## src/rtl/flit_packetizer.sv

```systemverilog
// Packet-to-flit framer: emits a head flit carrying {len,dest}, then len
// payload flits, tagging the last one as tail (or head_tail when len==0).
module flit_packetizer #(
  parameter int DATA_WIDTH = 32,
  parameter int DEST_BITS  = 4,
  parameter int LEN_BITS   = 4
) (
  input  logic                  clk,
  input  logic                  reset,
  input  logic                  pkt_valid,
  input  logic [DEST_BITS-1:0]  pkt_dest,
  input  logic [LEN_BITS-1:0]   pkt_len,
  output logic                  pkt_ready,
  input  logic [DATA_WIDTH-1:0] word_data,
  input  logic                  word_valid,
  output logic                  word_ready,
  input  logic                  full,
  output logic [DATA_WIDTH+1:0] write_data,
  output logic                  wrtEn,
  output logic                  pkt_done
);

  localparam logic [1:0] T_BODY = 2'b00;
  localparam logic [1:0] T_HEAD = 2'b01;
  localparam logic [1:0] T_TAIL = 2'b10;
  localparam logic [1:0] T_HT   = 2'b11;

  typedef enum logic [1:0] {
    IDLE,
    HEAD,
    PAYLOAD
  } state_t;

  state_t                state, state_nxt;
  logic [DEST_BITS-1:0]  dest_q;
  logic [LEN_BITS-1:0]   len_q;
  logic [LEN_BITS-1:0]   rem_q, rem_nxt;
  logic [DATA_WIDTH-1:0] header;

  assign header = DATA_WIDTH'({len_q, dest_q});

  always_ff @(posedge clk or posedge reset) begin
    if (reset) begin
      state  <= IDLE;
      dest_q <= '0;
      len_q  <= '0;
      rem_q  <= '0;
    end else begin
      state <= state_nxt;
      rem_q <= rem_nxt;
      if (state == IDLE && pkt_valid) begin
        dest_q <= pkt_dest;
        len_q  <= pkt_len;
      end
    end
  end

  always_comb begin
    state_nxt  = state;
    rem_nxt    = rem_q;
    pkt_ready  = 1'b0;
    word_ready = 1'b0;
    wrtEn      = 1'b0;
    pkt_done   = 1'b0;
    write_data = '0;
    unique case (state)
      IDLE: begin
        pkt_ready = 1'b1;
        if (pkt_valid) state_nxt = HEAD;
      end
      HEAD: begin
        wrtEn = ~full;
        if (!full) begin
          if (len_q == '0) begin
            write_data = {T_HT, header};
            pkt_done   = 1'b1;
            state_nxt  = IDLE;
          end else begin
            write_data = {T_HEAD, header};
            rem_nxt    = len_q;
            state_nxt  = PAYLOAD;
          end
        end
      end
      PAYLOAD: begin
        word_ready = ~full;
        if (word_valid && !full) begin
          wrtEn   = 1'b1;
          rem_nxt = rem_q - LEN_BITS'(1);
          if (rem_q == LEN_BITS'(1)) begin
            write_data = {T_TAIL, word_data};
            pkt_done   = 1'b1;
            state_nxt  = IDLE;
          end else begin
            write_data = {T_BODY, word_data};
          end
        end
      end
      default: state_nxt = IDLE;
    endcase
    // state is already IDLE under reset; this also silences pkt_ready
    if (reset) begin
      pkt_ready  = 1'b0;
      word_ready = 1'b0;
      wrtEn      = 1'b0;
      pkt_done   = 1'b0;
      write_data = '0;
    end
  end

endmodule

```

## config.mk

```make
export PLATFORM = sky130hd
export DESIGN_NAME = flit_packetizer
export DESIGN_NICKNAME = d
export VERILOG_FILES = /design/src/rtl/flit_packetizer.sv
export SDC_FILE = /design/constraint.sdc
export NUM_CORES = 1
export LEC_CHECK = 0
export CORE_UTILIZATION = 35
export DETAILED_ROUTE_END_ITERATION = 8
export PLACE_DENSITY = 0.91
export SLEW_MARGIN = 20
export SYNTH_ARGS = -nofsm -noshare
export SYNTH_HDL_FRONTEND = slang
export SYNTH_SLANG_ARGS = --single-unit
```

## constraint.sdc

```tcl
create_clock -name clk -period 1.9 [get_ports clk]
set_clock_uncertainty 0.05 [all_clocks]
set_input_delay 0.285 -clock clk [delete_from_list [all_inputs] [get_ports clk]]
set_output_delay 0.285 -clock clk [all_outputs]
set_load 0.01 [all_outputs]
```

==> out/results.txt <==
STA classifies the critical path startpoint as a flop. The area of the die came out at 3590 um^2. By startpoint and endpoint, the worst setup path is classified as reg -> out. In the routed layout, each cell is associated on average with a via count of 5.00.

Measured on the finished design, the core utilization comes to 77.5%. Synthesis inferred 14 register bits. The final number of max-transition violations was 0. The die is 59.9 um wide. Routability-driven placement finished with a final weighted congestion of 0.823. The portion of the post-synthesis area used by sequential elements was 29.9%. The run finished, with violations left. The synthesized netlist contains 35 unique library cells. The first element of the critical path was state[0]$_DFFE_PP0P_. For the worst-skew pair, the clock arrives at the later sink with an insertion delay of 280 ps. The run gives 4750 um as the total length of routed wires. The slew at the pin closest to its max-slew limit was 437 ps.

The worst hold-check path type was in -> async. Summing all multi-input logic gate instances after layout gives 970 um^2. Setup repair after global routing could not meet its margin everywhere.

In this run the critical register-to-register path is launched from state[0]$_DFFE_PP0P_. At the worst endpoint, the required time is 1560 ps. The async set-or-reset flop fraction in the synthesized netlist came out at 100%. In this run the critical register-to-register path is captured at state[1]$_DFFE_PP0P_.

The per-instance average area after synthesis was 9.46 um^2. The number of clock buffers added by TritonCTS is 3. Least setup slack across all paths after layout: -199 ps. After floorplanning, the core was sized to cover 3130 um^2. The number of antenna violations at the first check in global routing was 0.

The root cell of the clock tree is clkbuf_4. The average wire length per cell after detail routing works out to 17.2 um. The site row count came out at 20. The tools report the clock net sink count as 14. In this design, the stage delay of the slowest critical-path cell is 400 ps. Counting every net in the synthesized netlist gives 175. Setup total negative slack on the finished layout was measured at -5320 ps. Instance area after placement: 2190 um^2. Of all nets on the critical path, the largest fanout is 7. For the first-pass GRT wire length, the log shows 6800 um.

The power density normalized to cell area came out at 1040 nW/um^2. The maximum clock rate is 476 MHz. For this run, the number of Yosys warnings is 0. The master of the slowest instance on the critical path was dfrtp_1. The signal on the critical path passes through inv_2 > ha_4 > and3b_2 > and2b_2 > and2_1 > buf_2. The post-route standard cell area excluding fillers is 2420 um^2. Clock-pin slew was measured on the worst setup and hold paths at 90 ps. The count of buffers added on input and output ports is 82. In this run the remaining antenna-violating nets after routing total 0.

The register area was 352 um^2; the worst slew margin relative to its limit was 70.1%. The maximum buffer depth of the clock tree came out at 2. The total count of hold-check failures in the final report is 0. In this run the static leakage power is 1.08 nW. Once detailed placement completed, the half-perimeter wirelength came to 3020 um. The final period demand of the worst path is 2100 ps, and the effective utilization at floorplan is 37.5%.

Number of H-tree branching levels: 1. Setup violations remaining at the end of the flow were counted as 36. The count of mapped cells out of synthesis was 124; the count of flip-flops with a built-in enable after synthesis was 0. The final reports fail on setup timing. The tools report the number of max-cap violations as 0. The share of layout cells above drive strength 1 works out to 54.9%. The worst setup path is captured at a primary output. After global routing the overflow that remains totals 0.

Count of boundary I/O pins: 83. In the routed design, unresolved DRC markers number 0. The worst-case IR drop observed on VDD is 0.576 mV.

The number of fill cells in the layout is 198. Register-to-register path setup slack: 50 ps. The run gives 285 as the number of nets in the layout. TritonCTS built the clock tree. For this block, the via count after detailed routing is 1386. The tools report the starting DRC count in detailed routing as 29. STA puts the critical path data arrival time at 1760 ps. Measured in cells, the most critical reg-to-reg path has a length of 6. The synthesized netlist occupies a cell area of 1170 um^2.

The ratio of final minimum period to clock period is 110%. In the layout the commonest cells are clkdlybuf4s50_1 (44), buf_6 (24), buf_4 (23). Among all flip-flop cells after synthesis, the most frequent one is dfrtp_1. Entering global routing, the biggest net connects 15 pins. The area growth from synthesis to layout is 107%.

Most common cell after layout, fill and taps aside: clkdlybuf4s50_1. Power comes to 2.51 mW. For the via count of the first global-routing pass, the log shows 1369. Global routing consumed, over all layers together, 26.1% of the routing resources. From bottom edge to top edge, the die measures 59.9 um. The first detailed-routing pass took 4 iterations. For the number of inserted diodes, the log shows 0.
==> critical path, delay by kind of cell (launching register included) <==
family / cells / cell delay, ps
and+or+nand+nor: 3 / 660
adders and majority gates: 1 / 150
DFF: 1 / 400
buffers and inverters: 2 / 270
==> layout make-up <==
cell class / count / share of cell area (%)
clock buffer: 4 / 1.50
timing repair buffer: 110 / 40.8
sequential: 14 / 14.5
tap: 44 / 2.27
inverter: 6 / 0.929
multi-input combinational: 99 / 40.0
==> routing by layer <==
metal / routed length [um] / part of all wire (%) / vias up / global-route usage, %
met4: 65 / 1.4 / 0 / 8.97
met5: 0 / 0 / - / 0
li1: - / - / 648 / -
met1: 1830 / 39 / 668 / 30.4
met2: 2550 / 54 / 64 / 49.0
met3: 303 / 6.4 / 6 / 2.81
==> power breakdown <==
group	total, mW	switching (mW)	internal [mW]
Clock	0.219	0.103	0.117
Sequential	0.603	0.150	0.453
Combinational	1.69	0.758	0.931
Total	2.51	1.01	1.50
==> cell families after synthesis <==
| logic type | share of synthesized area (%) |
|---|---|
| buf+inv | 5.97 |
| mux | 12.8 |
| fa+ha+maj | 6.40 |
| compound gates | 16.1 |
| simple gates | 28.9 |
| flops | 29.9 |
==> cells in the mapped netlist (all sizes together) (2+ instances only) <==
library cell  instances  area share, %
ha                    6            6.4
and2b                 2            1.4
mux2i                 3            2.6
dfrtp                14             30
nor2                 14            4.5
a2bb2oi               2            1.5
buf                   5            3.1
nor2b                 5            2.7
nand2                 2           0.64
clkbuf                3           0.96
a22oi                 8            5.1
and2                 25             13
mux2                 10             10
a2111oi               3            2.2
inv                   6            1.9
==> flip-flops by register name, indices dropped and copies added, names as in the netlist <==
name and flops:
len_q 4, state 2, dest_q 4, rem_q 4
==> how the worst max path moves through the flow <==
| stage | slack [ps] | cells past startpoint | to |
|---|---|---|---|
| final | -200 | 6 | write_data[10] |
| after global routing | -280 | 6 | write_data[24] |
| after CTS | -140 | 8 | write_data[6] |
| after detailed placement | -480 | 7 | write_data[3] |
| after global placement | -410 | 6 | pkt_done |
| after floorplan | 30 | 7 | write_data[33] |
==> repair_timing <==
| item | CTS | global route |
|---|---|---|
| pin swaps | 23 | 10 |
| endpoints found under the setup margin | 38 | 43 |
| gates resized for setup | 193 | 34 |
| hold buffers | 0 | 0 |
| cloned | 4 | 0 |
| buffers inserted | 6 | 1 |
==> through the flow <==
stage                     worst slack, ps  std cells  hold slack (ps)
after global routing                 -283        277              474
final                                -199        277              443
after detailed placement             -479        265              445
after CTS                            -144        277              438
after floorplan                      27.3        124              129
after global placement               -411        265              440
Power figures use the tool's default switching activity.
